[src/rtl/t07_flag_placer_if.sv]
// Player-input bus between the raw button/control sources and the flag placer.
// The placer side uses the slave modport; whoever drives the buttons uses master.
interface t07_flag_placer_if;
    logic       btn_up;
    logic       btn_down;
    logic       btn_left;
    logic       btn_right;
    logic       btn_place;
    logic       game_active;
    logic       new_game;
    logic [2:0] cursor_x;
    logic [2:0] cursor_y;
    logic [2:0] flag_x;
    logic [2:0] flag_y;
    logic       flag_valid;
    logic       flag_event;

    modport master (
        output btn_up, btn_down, btn_left, btn_right, btn_place,
        output game_active, new_game,
        input  cursor_x, cursor_y, flag_x, flag_y, flag_valid, flag_event
    );

    modport slave (
        input  btn_up, btn_down, btn_left, btn_right, btn_place,
        input  game_active, new_game,
        output cursor_x, cursor_y, flag_x, flag_y, flag_valid, flag_event
    );
endinterface

[src/rtl/t07_flag_placer.sv]
// Button synchronizer/debouncer lanes, cursor movement and single-flag placement
// feeding the flag pixel generator.

module t07_flag_placer_db #(
    parameter int DEBOUNCE_CYCLES = 16,
    parameter int DB_WIDTH        = 5
) (
    input  logic clk,
    input  logic nrst,
    input  logic raw,
    output logic press
);
    localparam logic [DB_WIDTH-1:0] CNT_LAST = DB_WIDTH'(DEBOUNCE_CYCLES - 1);

    logic [1:0]          sync;
    logic                level;
    logic                level_q;
    logic [DB_WIDTH-1:0] cnt;

    always_ff @(posedge clk or negedge nrst) begin
        if (!nrst) begin
            sync    <= '0;
            level   <= 1'b0;
            level_q <= 1'b0;
            cnt     <= '0;
        end else begin
            sync    <= {sync[0], raw};
            level_q <= level;
            if (sync[1] == level) begin
                cnt <= '0;
            end else if (cnt == CNT_LAST) begin
                // counter would reach DEBOUNCE_CYCLES: accept the new level
                level <= ~level;
                cnt   <= '0;
            end else begin
                cnt <= cnt + 1'b1;
            end
        end
    end

    assign press = level & ~level_q;
endmodule

module t07_flag_placer #(
    parameter int GRID_MAX        = 7,
    parameter int DEBOUNCE_CYCLES = 16,
    parameter int DB_WIDTH        = 5
) (
    input  logic                  clk,
    input  logic                  nrst,
    t07_flag_placer_if.slave      bus
);
    localparam int NUM_BTN = 5;
    localparam int B_UP    = 0;
    localparam int B_DOWN  = 1;
    localparam int B_LEFT  = 2;
    localparam int B_RIGHT = 3;
    localparam int B_PLACE = 4;
    localparam logic [2:0] GMAX = 3'(GRID_MAX);

    typedef enum logic {LOCK = 1'b0, PLAY = 1'b1} state_t;

    logic [NUM_BTN-1:0] raw;
    logic [NUM_BTN-1:0] press;

    state_t     state, state_nxt;
    logic [2:0] cx, cy, fx, fy;
    logic [2:0] cx_nxt, cy_nxt, fx_nxt, fy_nxt;
    logic       fv, fv_nxt;
    logic       ev, ev_nxt;

    assign raw[B_UP]    = bus.btn_up;
    assign raw[B_DOWN]  = bus.btn_down;
    assign raw[B_LEFT]  = bus.btn_left;
    assign raw[B_RIGHT] = bus.btn_right;
    assign raw[B_PLACE] = bus.btn_place;

    // Lanes keep running in LOCK so a press seen while locked is consumed there.
    genvar g;
    generate
        for (g = 0; g < NUM_BTN; g++) begin : g_btn
            t07_flag_placer_db #(
                .DEBOUNCE_CYCLES (DEBOUNCE_CYCLES),
                .DB_WIDTH        (DB_WIDTH)
            ) u_db (
                .clk   (clk),
                .nrst  (nrst),
                .raw   (raw[g]),
                .press (press[g])
            );
        end
    endgenerate

    always_ff @(posedge clk or negedge nrst) begin
        if (!nrst) begin
            state <= LOCK;
            cx    <= '0;
            cy    <= '0;
            fx    <= '0;
            fy    <= '0;
            fv    <= 1'b0;
            ev    <= 1'b0;
        end else begin
            state <= state_nxt;
            cx    <= cx_nxt;
            cy    <= cy_nxt;
            fx    <= fx_nxt;
            fy    <= fy_nxt;
            fv    <= fv_nxt;
            ev    <= ev_nxt;
        end
    end

    always_comb begin
        state_nxt = bus.game_active ? PLAY : LOCK;
        cx_nxt    = cx;
        cy_nxt    = cy;
        fx_nxt    = fx;
        fy_nxt    = fy;
        fv_nxt    = fv;
        ev_nxt    = 1'b0;
        if (bus.new_game) begin
            cx_nxt = '0;
            cy_nxt = '0;
            fx_nxt = '0;
            fy_nxt = '0;
            fv_nxt = 1'b0;
        end else if (state == PLAY) begin
            // One action per cycle; lower-priority strobes are dropped.
            if (press[B_PLACE]) begin
                ev_nxt = 1'b1;
                if (fv && fx == cx && fy == cy) begin
                    fv_nxt = 1'b0;
                end else begin
                    fx_nxt = cx;
                    fy_nxt = cy;
                    fv_nxt = 1'b1;
                end
            end else if (press[B_UP]) begin
                cy_nxt = (cy == 3'd0) ? GMAX : cy - 3'd1;
            end else if (press[B_DOWN]) begin
                cy_nxt = (cy == GMAX) ? 3'd0 : cy + 3'd1;
            end else if (press[B_LEFT]) begin
                cx_nxt = (cx == 3'd0) ? GMAX : cx - 3'd1;
            end else if (press[B_RIGHT]) begin
                cx_nxt = (cx == GMAX) ? 3'd0 : cx + 3'd1;
            end
        end
    end

    assign bus.cursor_x   = cx;
    assign bus.cursor_y   = cy;
    assign bus.flag_x     = fx;
    assign bus.flag_y     = fy;
    assign bus.flag_valid = fv;
    assign bus.flag_event = ev;
endmodule

[src/flat_wrapper.sv]
// flat-port wrapper written by rule: the top's interface ports become plain ports
module t07_flag_placer_flat 
#(
    parameter int GRID_MAX        = 7,
    parameter int DEBOUNCE_CYCLES = 16,
    parameter int DB_WIDTH        = 5
)
  (clk, nrst, bus_btn_up, bus_btn_down, bus_btn_left, bus_btn_right, bus_btn_place, bus_game_active, bus_new_game, bus_cursor_x, bus_cursor_y, bus_flag_x, bus_flag_y, bus_flag_valid, bus_flag_event);
  t07_flag_placer_if bus_i ();
  input  logic clk;
  input  logic nrst;
  input wire logic [$bits(bus_i.btn_up)-1:0] bus_btn_up;
  input wire logic [$bits(bus_i.btn_down)-1:0] bus_btn_down;
  input wire logic [$bits(bus_i.btn_left)-1:0] bus_btn_left;
  input wire logic [$bits(bus_i.btn_right)-1:0] bus_btn_right;
  input wire logic [$bits(bus_i.btn_place)-1:0] bus_btn_place;
  input wire logic [$bits(bus_i.game_active)-1:0] bus_game_active;
  input wire logic [$bits(bus_i.new_game)-1:0] bus_new_game;
  output wire logic [$bits(bus_i.cursor_x)-1:0] bus_cursor_x;
  output wire logic [$bits(bus_i.cursor_y)-1:0] bus_cursor_y;
  output wire logic [$bits(bus_i.flag_x)-1:0] bus_flag_x;
  output wire logic [$bits(bus_i.flag_y)-1:0] bus_flag_y;
  output wire logic [$bits(bus_i.flag_valid)-1:0] bus_flag_valid;
  output wire logic [$bits(bus_i.flag_event)-1:0] bus_flag_event;
  assign bus_i.btn_up = bus_btn_up;
  assign bus_i.btn_down = bus_btn_down;
  assign bus_i.btn_left = bus_btn_left;
  assign bus_i.btn_right = bus_btn_right;
  assign bus_i.btn_place = bus_btn_place;
  assign bus_i.game_active = bus_game_active;
  assign bus_i.new_game = bus_new_game;
  assign bus_cursor_x = bus_i.cursor_x;
  assign bus_cursor_y = bus_i.cursor_y;
  assign bus_flag_x = bus_i.flag_x;
  assign bus_flag_y = bus_i.flag_y;
  assign bus_flag_valid = bus_i.flag_valid;
  assign bus_flag_event = bus_i.flag_event;
  t07_flag_placer #(.GRID_MAX(GRID_MAX), .DEBOUNCE_CYCLES(DEBOUNCE_CYCLES), .DB_WIDTH(DB_WIDTH)) u_core (.clk(clk), .nrst(nrst), .bus(bus_i));
endmodule
[config.mk]
export PLATFORM = sky130hd
export DESIGN_NAME = t07_flag_placer_flat
export DESIGN_NICKNAME = d
export VERILOG_FILES = /design/src/rtl/t07_flag_placer_if.sv /design/src/rtl/t07_flag_placer.sv /design/src/flat_wrapper.sv
export SDC_FILE = /design/constraint.sdc
export NUM_CORES = 1
export LEC_CHECK = 0
export ABC_AREA = 1
export BUFFER_PORTS_ARGS = -buffer_cell sky130_fd_sc_hd__buf_2
export CORE_ASPECT_RATIO = 0.6
export CORE_UTILIZATION = 40
export CTS_CLUSTER_DIAMETER = 150
export DETAILED_ROUTE_END_ITERATION = 8
export SLEW_MARGIN = 10
export SYNTH_ARGS = -nofsm -noshare
export SYNTH_HDL_FRONTEND = slang
export SYNTH_HIERARCHICAL = 1
export SYNTH_SLANG_ARGS = --single-unit
[constraint.sdc]
create_clock -name clk -period 2 [get_ports clk]
set_clock_uncertainty 0.2 [all_clocks]
set_input_delay 0.1 -clock clk [delete_from_list [all_inputs] [get_ports clk]]
set_output_delay 0.1 -clock clk [all_outputs]
set_load 0.01 [all_outputs]
==> impl_metrics.yaml <==
status:
  status: "finished, final reports clean"
global_routing:
  grt_overflow: 0
  grt_max_degree: 61
  grt_pass1_wl_um: 8850
  grt.total_usage_pct: 16.7
  first_global_vias: 1874
  antenna_found_initial: 0
clock_tree:
  cts_buffer_depth: 2
  cts.sinks: 60
  cts_resized: 0
  cts_hold_buf: 8
  cts_tree: "yes"
  cts_made_buffers: 9
  root_buffer: "clkbuf_16"
  post_cts_buffers: 0
  ctsHtreeMaxLevel: 3
  insertion_delay_ns: 0.32
  clk_pin_slew_worst_paths_ns: 0.05
synthesis:
  synth_fp_nets: 339
  syn_area_um2: 2760
  yosysWarnings: 6
  syn_area_per_cell_um2: 8.72
  netlist.area_leader.share_pct: 54.3
  yosys.area.top_type: "dfrtp_1"
  ys_top_cells_by_area: "dfrtp_1 (54%), nand2_1 (11%), ha_1 (5.9%)"
  synthCells: 317
  yosysUniqueCellTypes: 24
  yosysSeqAreaShare_pct: 54.3
  synth_seq_cells: 60
timing:
  final-setup-viol-count: 0
  finalCritPeriodShare_pct: 83.0
  worst_slew_pin_slew_ns: 0.393
  fin_setup_tns_ns: 0
  rsz0062_at_grt: "false"
  min_period_ns: 1.66
  slew_violations: 0
  slew_headroom_pct: 73.7
  clock.fmax_ghz: 0.602
  hold_viol: 0
detailed_routing:
  detail_route.vias_per_cell: 4.65
  wl_per_cell_um: 11.1
  via_count: 2091
  drc: 0
  drt-total-wl_um: 4990
  drt-pass1-iter-count: 4
  first_iter_violations: 123
  ant_nets: 0
cells_and_area:
  postLayoutCellArea_um2: 3370
  finish.utilization_pct: 50.5
  area_growth_pct: 22.0
  drive_gt1_share_pct: 14.6
  instances_no_fill: 450
  diodes: 0
  nets: 381
  fill_cells: 632
placement:
  dpl_cell_area_um2: 3000
  routabilityCongestion: 0.795
  place_hpwl_um: 3580
  dp_cells: 427
  portBuffers: 22
floorplan:
  rows: 23
  die-area_um2: 7260
  die_width_um: 109
  dieHeight_um: 66.4
  ios: 23
  core_area_um2: 6680
  start_util_pct: 41.4
setup_path:
  critPathKind: "register to register"
  cp.required_ns: 2.04
  crit_arrival_ns: 1.70
  path_common_cell: "ha_1"
  path_cells: "ha_1, ha_1, inv_1, a21oi_1, nor3_1, nand2_1, o21ai_1"
  critPathSlowestCell: "dfrtp_1"
  worstRegToRegCells: 7
  path_max_fanout: 6
  reg2reg_to: "u_core/bus.cursor_x[1]"
  cp_top_family: "flip-flops"
  critPathMaxStageDelay_ns: 0.46
  reg2reg_from: "u_core/bus.cursor_x[0]"
  path_buf_inv: 1
  end_kind: "register"
  regToRegSetupSlack_ns: 0.34
  startpoint_type: "register"
power:
  irDropWorstVdd_mv: 0.595
  power.leakage_nw: 1.75
  finalPower_mw: 3.16
  powerDensity_nw_per_um2: 937
job:
  drv_cap: 0
min_path:
  hp-class: "input port to async pin"
metrics by stage:
step	hold WS, ns	worst slack, ns
detailed placement	-0.0697	0.367
global placement	-0.0718	0.375
finish	0.104	0.339
global route	0.146	0.189
floorplan	-0.396	0.503
CTS	0.121	0.339
synthesized netlist by cell type (all sizes together):
cell / number
a21boi: 1
a21oi: 7
a22oi: 1
buf: 1
dfrtp: 60
ha: 13
inv: 50
nand2: 82
nand3: 19
nand4: 16
nor2: 45
nor3: 3
o211ai: 3
o21ai: 10
or2: 1
xnor2: 5
per-layer routing:
metal  GRT usage (%)  share of wire, %  vias up
li1                -                 -     1094
met1            23.6                53      941
met2            21.6                40       51
met3            7.78               6.4        5
met4            6.00              0.60        0
met5               0                 0        -
worst max-delay path by stage:
stage,depth (start not counted),endpoint,startpoint,slack (ns)
2_1_floorplan,4,u_core/bus.cursor_x[2],u_core/bus.cursor_x[0],0.50
5_1_grt,6,u_core/bus.cursor_x[2],u_core/g_btn[2].u_db/level,0.19
4_1_cts,7,u_core/bus.cursor_x[1],u_core/bus.cursor_x[0],0.34
3_3_place_gp,7,u_core/bus.cursor_x[1],u_core/bus.cursor_x[0],0.38
3_5_place_dp,7,u_core/bus.cursor_x[1],u_core/bus.cursor_x[0],0.37
6_report,7,u_core/bus.cursor_x[1],u_core/bus.cursor_x[0],0.34
where the power goes:
part	total, mW	leakage, nW	switching [mW]	internal (mW)
logic	0.326	0.812	0.193	0.133
registers	1.34	0.794	0.0706	1.27
clock network	1.49	0.144	0.509	0.981
total	3.16	1.75	0.772	2.39
worst min-delay path: cells and delay by family:
kind / cells / cell delay, ns
buf+inv: 3 / 0.92
sequential cells by signal, indices dropped and copies added, names as in the netlist:
name / cells
u_core/bus.flag_y: 3
u_core/bus.flag_valid: 1
u_core/g_btn.u_db/cnt: 25
u_core/bus.flag_x: 3
u_core/g_btn.u_db/level: 5
u_core/g_btn.u_db/sync: 10
u_core/bus.cursor_x: 3
u_core/g_btn.u_db/level_q: 5
u_core/state: 1
u_core/bus.flag_event: 1
u_core/bus.cursor_y: 3
cells in the final DEF (no fill, tap or decap), drive strengths merged, types with 3 or more instances in the layout:
cell,Yosys,routed
a21oi,7,7
buf,1,24
clkbuf,0,10
clkinv,0,3
dfrtp,60,60
dlygate4sd3,0,8
ha,13,13
inv,50,50
nand2,82,82
nand3,19,19
nand4,16,16
nor2,45,45
nor3,3,3
o211ai,3,3
o21ai,10,10
xnor2,5,5
layout make-up:
| class | count | area, um^2 | share of cell area, % |
|---|---|---|---|
| inverter | 50 | 193 | 5.72 |
| sequential | 60 | 1500 | 44.5 |
| multi-input combinational | 206 | 1060 | 31.4 |
| timing repair buffer | 32 | 218 | 6.46 |
| clock buffer | 10 | 239 | 7.09 |
| clock inverter | 5 | 52.6 | 1.56 |
| tap | 87 | 109 | 3.23 |
cell families after synthesis:
| logic type | share of synthesized area, % |
|---|---|
| compound gates | 4.57 |
| xor+xnor | 1.58 |
| fa+ha+maj | 5.89 |
| buf+inv | 7.38 |
| flops | 54.3 |
| simple gates | 26.3 |
Power figures use the tool's default switching activity.
